`src/rtl/unified_mem_arbiter_pkg.sv`:
```
// Shared types for the IF/MEM unified memory arbiter: FSM states and access owner.
package unified_mem_arbiter_pkg;
    typedef enum logic [1:0] {
        IDLE = 2'd0,
        WAIT = 2'd1,
        DONE = 2'd2
    } arb_state_t;

    typedef enum logic {
        OWN_IF = 1'b0,
        OWN_DM = 1'b1
    } arb_owner_t;
endpackage

```
`src/rtl/arb_wait_counter.sv`:
```
// Counts cycles of an in-flight memory access; o_done flags the cycle read data is valid.
module arb_wait_counter #(
    parameter int MEM_LAT = 2,
    parameter int CNT_W   = 3
) (
    input  logic clk,
    input  logic arst_n,
    input  logic i_load,
    input  logic i_en,
    output logic o_done
);
    logic [CNT_W-1:0] r_cnt;

    always_ff @(posedge clk or negedge arst_n) begin
        if (!arst_n) begin
            r_cnt <= '0;
        end else if (i_load) begin
            r_cnt <= '0;
        end else if (i_en) begin
            r_cnt <= r_cnt + 1'b1;
        end
    end

    assign o_done = (r_cnt == CNT_W'(MEM_LAT));
endmodule

```
`src/rtl/unified_mem_arbiter.sv`:
```
// Shares one fixed-latency single-ported memory between instruction fetch and load/store.
// One access at a time (MEM_LAT+3 cycles); data side wins ties; flush_if suppresses a fetch result.
module unified_mem_arbiter
    import unified_mem_arbiter_pkg::*;
#(
    parameter int ADDR_W  = 32,
    parameter int DATA_W  = 32,
    parameter int MEM_LAT = 2,
    parameter int CNT_W   = 3
) (
    input  logic              clk,
    input  logic              arst_n,
    input  logic              if_req,
    input  logic [ADDR_W-1:0] if_addr,
    input  logic              flush_if,
    output logic              if_valid,
    output logic [DATA_W-1:0] if_rdata,
    output logic              if_stall,
    input  logic              dm_read,
    input  logic              dm_write,
    input  logic [ADDR_W-1:0] dm_addr,
    input  logic [DATA_W-1:0] dm_wdata,
    output logic              dm_valid,
    output logic [DATA_W-1:0] dm_rdata,
    output logic              dm_stall,
    output logic              m_en,
    output logic              m_we,
    output logic [ADDR_W-1:0] m_addr,
    output logic [DATA_W-1:0] m_wdata,
    input  logic [DATA_W-1:0] m_rdata
);
    arb_state_t        r_state, w_state_nxt;
    arb_owner_t        r_owner, w_owner_nxt;
    logic              r_drop, r_wr;
    logic              r_m_en, r_m_we;
    logic [ADDR_W-1:0] r_m_addr;
    logic [DATA_W-1:0] r_m_wdata, r_if_rdata, r_dm_rdata;
    logic              w_dm_req, w_issue, w_cnt_load, w_cnt_en, w_cnt_done;
    logic              w_capture, w_drop, w_if_done, w_dm_done;

    assign w_dm_req = dm_read | dm_write;

    arb_wait_counter #(.MEM_LAT(MEM_LAT), .CNT_W(CNT_W)) u_wait_cnt (
        .clk    (clk),
        .arst_n (arst_n),
        .i_load (w_cnt_load),
        .i_en   (w_cnt_en),
        .o_done (w_cnt_done)
    );

    always_comb begin
        w_state_nxt = r_state;
        w_owner_nxt = r_owner;
        w_issue     = 1'b0;
        w_cnt_load  = 1'b0;
        w_cnt_en    = 1'b0;
        case (r_state)
            IDLE: begin
                w_cnt_load = 1'b1;
                // The MEM-stage instruction is older, so it goes first.
                if (w_dm_req) begin
                    w_owner_nxt = OWN_DM;
                    w_issue     = 1'b1;
                    w_state_nxt = WAIT;
                end else if (if_req) begin
                    w_owner_nxt = OWN_IF;
                    w_issue     = 1'b1;
                    w_state_nxt = WAIT;
                end
            end
            WAIT: begin
                w_cnt_en = 1'b1;
                if (w_cnt_done) w_state_nxt = DONE;
            end
            DONE:    w_state_nxt = IDLE;
            default: w_state_nxt = IDLE;
        endcase
    end

    always_ff @(posedge clk or negedge arst_n) begin
        if (!arst_n) begin
            r_state <= IDLE;
            r_owner <= OWN_IF;
        end else begin
            r_state <= w_state_nxt;
            r_owner <= w_owner_nxt;
        end
    end

    assign w_capture = (r_state == WAIT) & w_cnt_done & ~r_wr;

    always_ff @(posedge clk or negedge arst_n) begin
        if (!arst_n) begin
            r_m_en     <= 1'b0;
            r_m_we     <= 1'b0;
            r_m_addr   <= '0;
            r_m_wdata  <= '0;
            r_wr       <= 1'b0;
            r_if_rdata <= '0;
            r_dm_rdata <= '0;
            r_drop     <= 1'b0;
        end else begin
            r_m_en <= w_issue;
            r_m_we <= w_issue & w_dm_req & dm_write;
            if (w_issue) begin
                r_m_addr <= w_dm_req ? dm_addr : if_addr;
                r_wr     <= w_dm_req & dm_write;
            end
            if (w_issue & w_dm_req & dm_write) r_m_wdata <= dm_wdata;
            if (w_capture && r_owner == OWN_IF) r_if_rdata <= m_rdata;
            if (w_capture && r_owner == OWN_DM) r_dm_rdata <= m_rdata;
            // A cancelled fetch still finishes in memory; only its delivery is suppressed.
            if (r_state == DONE) begin
                r_drop <= 1'b0;
            end else if (r_state == WAIT && r_owner == OWN_IF && flush_if) begin
                r_drop <= 1'b1;
            end
        end
    end

    assign w_drop    = r_drop | (flush_if & (r_owner == OWN_IF) & (r_state != IDLE));
    assign w_if_done = (r_state == DONE) & (r_owner == OWN_IF) & ~w_drop;
    assign w_dm_done = (r_state == DONE) & (r_owner == OWN_DM);

    assign if_valid = w_if_done & if_req;
    assign dm_valid = w_dm_done & w_dm_req;
    assign if_stall = if_req & ~w_if_done;
    assign dm_stall = w_dm_req & ~w_dm_done;
    assign if_rdata = r_if_rdata;
    assign dm_rdata = r_dm_rdata;
    assign m_en     = r_m_en;
    assign m_we     = r_m_we;
    assign m_addr   = r_m_addr;
    assign m_wdata  = r_m_wdata;
endmodule

```
`config.mk`:
```
export PLATFORM = sky130hd
export DESIGN_NAME = unified_mem_arbiter
export DESIGN_NICKNAME = d
export VERILOG_FILES = /design/src/rtl/unified_mem_arbiter_pkg.sv /design/src/rtl/arb_wait_counter.sv /design/src/rtl/unified_mem_arbiter.sv
export SDC_FILE = /design/constraint.sdc
export NUM_CORES = 1
export LEC_CHECK = 0
export CAP_MARGIN = 0
export CORE_ASPECT_RATIO = 2
export CORE_MARGIN = 2
export CORE_UTILIZATION = 38
export DETAILED_ROUTE_END_ITERATION = 8
export PLACE_DENSITY_LB_ADDON = 0.3
export RECOVER_POWER = 50
export SYNTH_ARGS = -nofsm -noshare
export SYNTH_HDL_FRONTEND = slang
export SYNTH_SLANG_ARGS = --single-unit
```
`constraint.sdc`:
```
create_clock -name clk -period 1.4 [get_ports clk]
set_input_delay 0.28 -clock clk [delete_from_list [all_inputs] [get_ports clk]]
set_output_delay 0.28 -clock clk [all_outputs]
set_load 0.01 [all_outputs]
```
==> flow_metrics.py, run 1 <==
metrics = {
    "global_routing": {
        "grtUsageMet2_pct": 42.4,
        "antenna_found_initial": 0,
        "grt_max_degree": 39,
        "grt_pass1_wl_um": 27500,
        "track_usage_pct": 22.2,
        "grt_busiest_layer": "met2",
        "use_met1_pct": 22.7,
        "overflow": 0,
        "grt_util_met3_pct": 5.00,
        "grt_pass1_vias": 4966,
    },
    "worst_setup_path": {
        "critPathCapture": "dm_valid",
        "max_stage_delay_ns": 0.40,
        "cp_max_fo": 2,
        "r2r-start": "u_wait_cnt.r_cnt[0]",
        "crit_buf_inv": 3,
        "path_common_cell": "buf_6",
        "crit_path_cell_trace": "nor2b_4 -> buf_4 -> buf_6 -> and3_4 -> buf_6",
        "crit_path_end_kind": "output port",
        "criticalPathCategory": "reg2out",
        "path_depth": 5,
        "ff2ff_setup_slack_ns": -0.27,
        "cp_data_arrival_time_ns": 1.44,
        "required_ns": 1.12,
        "setup.worst_path.start": "r_state[1]",
        "r2r_cells": 6,
        "crit_slowest_cell": "dfrtp_1",
        "cp-start-kind": "register",
        "crit-reg2reg-capture": "dm_rdata[31]",
        "cp_top_family": "flip-flops",
    },
    "clock_network": {
        "root_buffer": "clkbuf_16",
        "clockBufferDepth": 2,
        "clk_pin_slew_worst_paths_ns": 0.06,
        "numCtsBuffers": 17,
        "ctsHtreeMaxLevel": 4,
        "clk_latency_ns": 0.41,
        "cts_num_sinks": 138,
        "cts_tree": "yes",
    },
    "power": {
        "power.density_mw_per_mm2": 2170,
        "p_leak_nw": 4.78,
        "p_total_w": 0.0220,
        "max-vdd-ir-drop_mv": 1.14,
    },
    "sta": {
        "finalSetupViolations": 134,
        "slew_viol_final": 0,
        "worst_pin_slew_ns": 1.02,
        "rsz0062_at_grt": "true",
        "slew-limit-headroom_pct": 32.3,
        "hold_violations": 0,
        "setup_ws_ns": -0.317,
        "min_period_ns": 1.72,
        "finClkSkew_ns": 0.0107,
        "fin_crit_sh_pct": 123,
        "max_freq_mhz": 582,
    },
    "placed_design": {
        "hpwl_um": 12800,
        "portBuffers": 267,
        "place_congestion": 0.789,
        "dpl_worst_slack_ns": -0.760,
    },
    "finish": {
        "drive_above_1_share_pct": 39.3,
        "areaGrowthSynthToFinish_pct": 75.2,
        "diodes": 0,
        "final_nets": 817,
    },
    "synthesis": {
        "synth_warnings": 0,
        "postSynthCellCount": 351,
        "netlist.area_leader.share_pct": 59.5,
        "synth.distinct_cells": 29,
        "synthArstFlopShare_pct": 100,
        "ys_seq_area_share_pct": 59.5,
        "synthFlopType": "dfrtp_1",
        "ys_ff_latch": 138,
        "syn_area_mm2": 0.00580,
        "synth_edf_count": 0,
        "syn_avg_cell_area_um2": 16.5,
        "synth.area.top_cells": "dfrtp_1 60%, mux2_2 24%, mux2_4 7.8%",
        "synth_nets": 487,
        "netlist_top_cells_count": "138 x dfrtp_1, 122 x mux2_2, 30 x mux2_4, 13 x buf_6, 8 x mux2_1",
        "synth_largest_area_cell": "dfrtp_1",
        "synth.most_common_cell": "dfrtp_1",
    },
    "floorplan": {
        "coreArea_mm2": 0.0149,
        "die_h_um": 179,
        "fp.dieW_um": 91.4,
        "io_pins": 268,
        "initial_utilization_pct": 38.9,
        "std_cell_rows": 63,
        "die_area_mm2": 0.0163,
    },
    "worst_hold_path": {
        "hold_path_class": "in2reg",
    },
    "detailed_routing": {
        "drc": 0,
        "wl_um": 18100,
        "viasPerCell": 4.81,
        "ant_nets": 0,
        "wl_per_cell_um": 20.3,
        "num_vias": 4277,
        "first_pass_iters": 4,
        "drtIter0Drc": 122,
    },
    "outcome": {
        "status": "complete, but fails checks",
        "violations": "setup timing",
    },
    "run": {
        "max_cap_viol_count": 0,
    },
}
[final cells by class]
cell class	count	area, um2
repair buffers	329	3400
well taps	195	244
flip-flops and latches	138	3450
multi-input cells	192	2470
inverters	3	11.3
clock inverters	11	110
fillers	1103	4740
clock buffers	21	470
[through the flow]
stage | area (um2) | util (%) | TNS, ns | hold WS (ns) | cells
floorplan | 5970 | - | -11.32 | -0.0156 | 351
global placement | 9070 | 60.9 | -45.18 | 0.204 | 828
detailed placement | 9070 | 60.9 | -48.19 | 0.208 | 828
CTS | 10100 | 67.9 | -35.40 | 0.339 | 887
global route | 10200 | 68.2 | -38.43 | 0.429 | 889
finish | 10200 | 68.2 | -27.10 | 0.401 | 889
[how the worst min path moves through the flow]
stage,slack [ns],cells after the start,endpoint,from
2_1_floorplan,-0.02,0,dm_rdata[0],arst_n
3_3_place_gp,0.20,1,m_wdata[0],arst_n
3_5_place_dp,0.21,1,m_wdata[0],arst_n
4_1_cts,0.34,2,m_wdata[0],arst_n
5_1_grt,0.43,4,r_owner,if_req
6_report,0.40,4,r_owner,if_req
[layout by cell type (no fill, tap or decap), drive strengths merged, types with 2 or more instances in the layout]
master         Yosys  routed
a21o               2       2
and2               2       2
buf               18      65
clkbuf             0      23
clkdlybuf4s15      0      51
clkdlybuf4s50      0     129
clkinv             0       3
clkinvlp           0       3
dfrtp            138     138
dlygate4sd2        0      80
ha                 2       2
inv                3       7
mux2             160     160
nand2              4       4
nand2b             2       2
nor2               2       2
nor2b              3       3
o21ai              5       5
[layer usage]
metal | vias up | share of wire (%)
met1 | 2166 | 34
met3 | 34 | 4.8
li1 | 1908 | -
met4 | 0 | 3.6
met5 | - | 0
met2 | 169 | 57
[state kept, by name (all words and copies together) (netlist names)]
| signal | flops |
|---|---|
| m_wdata | 32 |
| if_rdata | 32 |
| dm_rdata | 32 |
| r_wr | 1 |
| u_wait_cnt.r_cnt | 3 |
| r_state | 2 |
| m_we | 1 |
| m_en | 1 |
| m_addr | 32 |
| r_owner | 1 |
| r_drop | 1 |
[power breakdown]
part	internal [W]	leakage [nW]	total, W	switching, W
Clock	0.00261	0.277	0.00439	0.00178
Sequential	0.00605	1.62	0.00722	0.00117
Combinational	0.00651	2.89	0.0104	0.00392
[cell families after synthesis]
logic type / share of synthesized area (%)
mux: 33.2
flops: 59.5
buf+inv: 3.28
simple gates: 2.22
compound gates: 1.36
fa+ha+maj: 0.431
[timing repair]
action | CTS | global route
hold buffers | 1 | 0
gates resized for setup | 215 | 57
endpoints found under the setup margin | 264 | 183
buffers inserted | 17 | 7
pin swaps | 5 | 2
cloned | 9 | 0
hold endpoints to repair | 29 | 0
[worst min-delay path, cell delays in order]
cell,delay (ns)
dlymetal6s2s_1,0.13
buf_4,0.15
a21oi_1,0.06
a21o_1,0.14
Note: power is estimated with default switching activity, not from simulation.
==> run 2, diff against run 1 <==
--- a/config.mk
+++ b/config.mk
@@ -9,9 +9,11 @@
 export CORE_ASPECT_RATIO = 2
 export CORE_MARGIN = 2
 export CORE_UTILIZATION = 38
+export CTS_CLUSTER_SIZE = 10
 export DETAILED_ROUTE_END_ITERATION = 8
 export PLACE_DENSITY_LB_ADDON = 0.3
 export RECOVER_POWER = 50
+export REMOVE_ABC_BUFFERS = 1
 export SYNTH_ARGS = -nofsm -noshare
 export SYNTH_HDL_FRONTEND = slang
 export SYNTH_SLANG_ARGS = --single-unit
==> run 2 against run 1 <==
  * The flow still finishes with violations (setup timing)
  * Global-route usage down 1.1 points
  * Clock power is 14% higher
  * Sequential power decreased by 2%
  * Die area is the same
  * Critical endpoint is now dm_rdata[16]
==> flow_metrics.py, run 2 (synthesis gave the netlist of run 1 again) <==
metrics = {
    "power": {
        "p_comb_share_pct": 44.9,
        "pwr-share-clk_pct": 22.8,
        "switching_share_pct": 30.1,
        "p_sw_w": 0.00659,
        "seqPwrFrac_pct": 32.4,
        "p_leak_nw": 4.66,
        "p_total_w": 0.0219,
        "power.density_mw_per_mm2": 2150,
        "p_int_w": 0.0153,
        "max-vdd-ir-drop_mv": 1.49,
    },
    "sta": {
        "hold_violations": 0,
        "hold_ws_ns": 0.452,
        "fin_crit_sh_pct": 125,
        "setup_tns_ns": -30.76,
        "rsz0062_at_grt": "true",
        "slew_viol_final": 0,
        "min_period_ns": 1.75,
        "finalSetupViolations": 135,
        "worst_pin_slew_ns": 0.994,
        "setup_ws_ns": -0.348,
        "max_freq_mhz": 572,
        "slew-limit-headroom_pct": 33.7,
        "finClkSkew_ns": 0.00717,
    },
    "worst_setup_path": {
        "cp_max_fo": 8,
        "required_ns": 1.70,
        "ff2ff_setup_slack_ns": -0.35,
        "r2r-start": "r_state[1]",
        "r2r_cells": 6,
        "crit_path_end_kind": "register",
        "cp_data_arrival_time_ns": 2.05,
        "cp-start-kind": "register",
        "crit-reg2reg-capture": "dm_rdata[16]",
        "criticalPathCategory": "reg2reg",
    },
    "run": {
        "max_cap_viol_count": 0,
    },
    "clock_network": {
        "clockBufferDepth": 2,
        "cts_num_sinks": 138,
        "cts_tree": "yes",
        "clk_pin_slew_worst_paths_ns": 0.06,
        "root_buffer": "clkbuf_16",
        "clk_latency_ns": 0.42,
        "ctsHtreeMaxLevel": 4,
        "numCtsBuffers": 17,
    },
    "placed_design": {
        "portBuffers": 267,
        "hpwl_um": 11400,
        "place_congestion": 0.801,
        "dpl_worst_slack_ns": -0.775,
    },
    "detailed_routing": {
        "dr_wl_met2_um": 10100,
        "drc": 0,
        "wl_um": 17300,
        "viasPerCell": 4.73,
        "ant_nets": 0,
        "first_pass_iters": 4,
        "wl_met3_um": 819,
        "wl_met1_um": 5850,
        "dr.max_layer_used": "met4",
        "drtIter0Drc": 69,
        "num_vias": 4208,
        "wl_per_cell_um": 19.5,
    },
    "finish": {
        "layout.cells.most_common": "dfrtp_1",
        "final_nets": 817,
        "drive_above_1_share_pct": 38.3,
        "areaGrowthSynthToFinish_pct": 75.5,
        "final_cell_mix": "138 x dfrtp_1, 130 x clkdlybuf4s50_1, 117 x mux2_2, 69 x dlygate4sd2_1, 62 x clkdlybuf4s15_1",
        "diodes": 0,
        "fin_util_pct": 68.3,
    },
    "worst_hold_path": {
        "hold_path_class": "in2reg",
        "whs_endpoint": "r_owner",
        "hold_depth": 5,
        "min_from": "dm_write",
    },
    "floorplan": {
        "die_h_um": 179,
        "fp.dieW_um": 91.4,
        "std_cell_rows": 63,
        "die_area_mm2": 0.0163,
        "coreArea_mm2": 0.0149,
        "initial_utilization_pct": 38.9,
        "io_pins": 268,
    },
    "global_routing": {
        "overflow": 0,
        "track_usage_pct": 21.1,
        "grt_pass1_wl_um": 25800,
        "grt_pass1_vias": 4798,
        "antenna_found_initial": 0,
        "grt_max_degree": 40,
    },
    "outcome": {
        "status": "complete, but fails checks",
        "violations": "setup timing",
    },
}
-- run 2: changes by cell type in the layout (fill, tap and decap cells not counted), sizes merged, moves of 4 or more --
cell           change
bufinv             +4
clkdlybuf4s15     +11
dlygate4sd2       -11
clkinv             +4
-- run 2: cell type report --
type                    count  area (um2)
clock buffers              18         439
clock inverters            14         218
fillers                  1063        4720
inverters                   3        11.3
multi-input cells         192        2240
flip-flops and latches    138        3450
well taps                 195         244
repair buffers            329        3570
-- run 2: metrics by stage --
stage                     cells  cell area (um2)
after floorplan             333             5620
after global placement      825             8880
after detailed placement    825             8880
after CTS                   886            10100
after global routing        889            10200
final                       889            10200
-- run 2: power by group through the flow --
| stage | Clock [W] | Sequential [W] | Combinational [W] |
|---|---|---|---|
| after floorplan | 0 | 0.00803 | 0.00309 |
| after global placement | 0 | 0.00704 | 0.00946 |
| after detailed placement | 0 | 0.00714 | 0.00966 |
| after CTS | 0.00510 | 0.00705 | 0.00972 |
| after global routing | 0.00525 | 0.00731 | 0.0104 |
| final | 0.00499 | 0.00709 | 0.00983 |
-- run 2: what timing repair did --
| item | CTS | global route |
|---|---|---|
| pin swaps | 5 | 2 |
| endpoints found under the setup margin | 264 | 182 |
| resized for setup | 207 | 55 |
| endpoints found under the hold margin | 28 | 0 |
| hold buffers | 1 | 0 |
| setup buffers | 13 | 4 |
| cloned | 16 | 1 |
-- run 2: worst max-delay path by stage --
stage                          start           end  slack (ns)  depth (start not counted)
final                     r_state[1]  dm_rdata[16]       -0.35                          6
after global routing      r_state[1]      if_valid       -0.41                          4
after floorplan             dm_write     m_addr[0]       -0.82                          3
after global placement      flush_if      if_valid       -0.68                          4
after detailed placement    flush_if      if_valid       -0.78                          4
after CTS                 r_state[0]      if_valid       -0.38                          4
-- run 2: metal layers --
layer  up-vias  track usage (%)
met4         0             10.0
met3        33             5.09
met2       159             40.8
li1       1920                -
met5         -                0
met1      2096             20.7
-- run 2: worst max-delay path, cell delays in order, from the launching register on --
cell	delay, ns
dfrtp_1	0.39
buf_4	0.17
and4bb_4	0.34
nand3b_4	0.13
buf_12	0.17
buf_12	0.14
mux2_4	0.30
==> run 3, diff against run 2 <==
--- a/config.mk
+++ b/config.mk
@@ -9,9 +9,10 @@
 export CORE_ASPECT_RATIO = 2
 export CORE_MARGIN = 2
 export CORE_UTILIZATION = 38
+export CTS_CLUSTER_DIAMETER = 120
 export CTS_CLUSTER_SIZE = 10
 export DETAILED_ROUTE_END_ITERATION = 8
-export PLACE_DENSITY_LB_ADDON = 0.3
+export PLACE_DENSITY = 0.89
 export RECOVER_POWER = 50
 export REMOVE_ABC_BUFFERS = 1
 export SYNTH_ARGS = -nofsm -noshare
==> run 3 against run 2 <==
  * The run still ends with setup timing left
  * Final area is 1.8% lower
  * Non-clock buffer count decreased by 7
  * Flip-flop and latch count unchanged
  * Register-to-register slack about the same
  * Sequential power rose by 2%
  * Clock power decreased by 5.8%
  * Maximum frequency is 0.11% lower
  * Worst hold slack better by 0.012 ns
  * Power down 2.0%
  * Cell count decreased by 0.67%
  * Largest power group unchanged
==> flow_metrics.py, run 3 (synthesis gave the netlist of run 1 again) <==
metrics = {
    "finish": {
        "final-seq-area_mm2": 0.00345,
        "layout.cells.most_common": "dfrtp_1",
        "fin_util_pct": 67.1,
        "areaGrowthSynthToFinish_pct": 72.3,
        "multi_input_area_mm2": 0.00222,
        "final_cell_area_mm2": 0.00999,
        "drive_above_1_share_pct": 36.8,
        "final_nets": 810,
        "finalNonFillerCells": 883,
        "num-fill-cells": 1039,
        "final_cell_mix": "138 x dfrtp_1, 130 x clkdlybuf4s50_1, 121 x mux2_2, 79 x dlygate4sd2_1, 52 x clkdlybuf4s15_1",
    },
    "worst_setup_path": {
        "required_ns": 1.70,
        "max_stage_delay_ns": 0.39,
        "crit_slowest_cell": "dfrtp_1",
        "cp_max_fo": 8,
        "cp-start-kind": "register",
        "crit_path_end_kind": "register",
        "criticalPathCategory": "reg2reg",
        "crit_path_cell_trace": "buf_4 -> and4bb_4 -> nand3b_4 -> clkbuf_16 -> mux2_4",
        "r2r_cells": 5,
        "cp_data_arrival_time_ns": 2.05,
    },
    "power": {
        "p_leak_nw": 4.56,
        "switching_share_pct": 30.9,
        "p_int_w": 0.0148,
        "p_total_w": 0.0215,
        "max-vdd-ir-drop_mv": 1.31,
        "p_sw_w": 0.00665,
        "pwr-share-clk_pct": 21.9,
        "seqPwrFrac_pct": 33.6,
        "p_comb_share_pct": 44.5,
        "power.density_mw_per_mm2": 2150,
    },
    "worst_hold_path": {
        "hold_path_class": "in2reg",
        "hold_depth": 2,
    },
    "detailed_routing": {
        "first_pass_iters": 4,
        "drtIter0Drc": 93,
        "viasPerCell": 4.83,
        "wl_per_cell_um": 20.5,
        "num_vias": 4269,
        "drc": 0,
        "wl_um": 18100,
        "ant_nets": 0,
    },
    "clock_network": {
        "ctsHtreeMaxLevel": 4,
        "clk_latency_ns": 0.41,
        "clockBufferDepth": 2,
        "numCtsBuffers": 17,
        "cts_tree": "yes",
        "root_buffer": "clkbuf_16",
        "clk_pin_slew_worst_paths_ns": 0.06,
        "cts_num_sinks": 138,
    },
    "outcome": {
        "status": "complete, but fails checks",
        "violations": "setup timing",
    },
    "sta": {
        "worst_pin_slew_ns": 0.957,
        "slew-limit-headroom_pct": 36.2,
        "hold_violations": 0,
        "rsz0062_at_grt": "true",
        "finalSetupViolations": 133,
        "hold_ws_ns": 0.464,
        "finClkSkew_ns": 0.00816,
        "max_freq_mhz": 571,
        "min_period_ns": 1.75,
        "fin_crit_sh_pct": 125,
        "setup_ws_ns": -0.350,
        "slew_viol_final": 0,
    },
    "global_routing": {
        "overflow": 0,
        "grt_max_degree": 45,
        "grt_pass1_vias": 4899,
        "antenna_found_initial": 1,
        "grt_pass1_wl_um": 26700,
        "track_usage_pct": 21.7,
    },
    "placed_design": {
        "portBuffers": 267,
        "dp_cells": 822,
        "hpwl_um": 12200,
        "place_congestion": 0.835,
        "dpl_cell_area_mm2": 0.00887,
    },
    "floorplan": {
        "die_h_um": 179,
        "coreArea_mm2": 0.0149,
        "std_cell_rows": 63,
        "fp.dieW_um": 91.4,
        "die_area_mm2": 0.0163,
        "initial_utilization_pct": 38.9,
        "io_pins": 268,
    },
    "run": {
        "max_cap_viol_count": 0,
    },
}
[run 3: worst max-delay path: cells and delay by family (launching register included)]
family	cells	cell delay (ns)
AND/OR/NAND/NOR	2	0.55
buffers and inverters	2	0.41
flip-flops	1	0.39
multiplexers	1	0.29
[run 3: per-stage QoR]
| step | setup slack, ns | setup TNS [ns] |
|---|---|---|
| 2_1_floorplan | -0.824 | -72.46 |
| 3_3_place_gp | -0.665 | -38.85 |
| 3_5_place_dp | -0.689 | -42.54 |
| 4_1_cts | -0.335 | -25.39 |
| 5_1_grt | -0.430 | -47.55 |
| 6_report | -0.350 | -30.83 |
[run 3: metal layers]
layer	global-route usage (%)	vias to the layer above	part of all wire, %	routed length, um
met1	20.8	2142	32	5790
met2	41.7	177	59	10600
li1	-	1900	-	-
met4	12.2	0	4.6	826
met5	0	-	0	0
met3	5.00	50	4.6	824
[run 3: final timing paths]
kind                             startpoint            to  slack (ns)
worst min-delay path            dm_wdata[7]    m_wdata[7]        0.46
worst min register to register  m_wdata[12]   m_wdata[12]        0.49
worst max register to register   r_state[1]  dm_rdata[23]       -0.35
worst max-delay path             r_state[1]  dm_rdata[23]       -0.35
min in group asynchronous            arst_n  dm_rdata[20]        0.57
max in group asynchronous            arst_n    m_addr[24]        0.06
[run 3: timing repair]
item | 4_1_cts | 5_1_grt
gates resized for setup | 198 | 41
setup endpoints to repair | 262 | 170
pin swaps | 5 | 1
hold endpoints to repair | 32 | 0
hold buffers | 1 | 0
gates cloned | 11 | 4
buffers inserted | 10 | 4
[run 3: area by class of cell]
cell class	instances	area share (%)
diodes	1	0.0250
clock buffers	20	4.47
clock inverters	12	1.72
inverters	3	0.113
multi-input cells	192	22.2
flip-flops and latches	138	34.6
well taps	195	2.44
repair buffers	322	34.5
[run 3: power groups by stage]
stage               Sequential, W  Clock [W]  Combinational [W]
finish                    0.00721    0.00470            0.00957
global route              0.00745    0.00496             0.0101
CTS                       0.00717    0.00480            0.00936
detailed placement        0.00723          0            0.00966
global placement          0.00706          0            0.00937
floorplan                 0.00803          0            0.00309
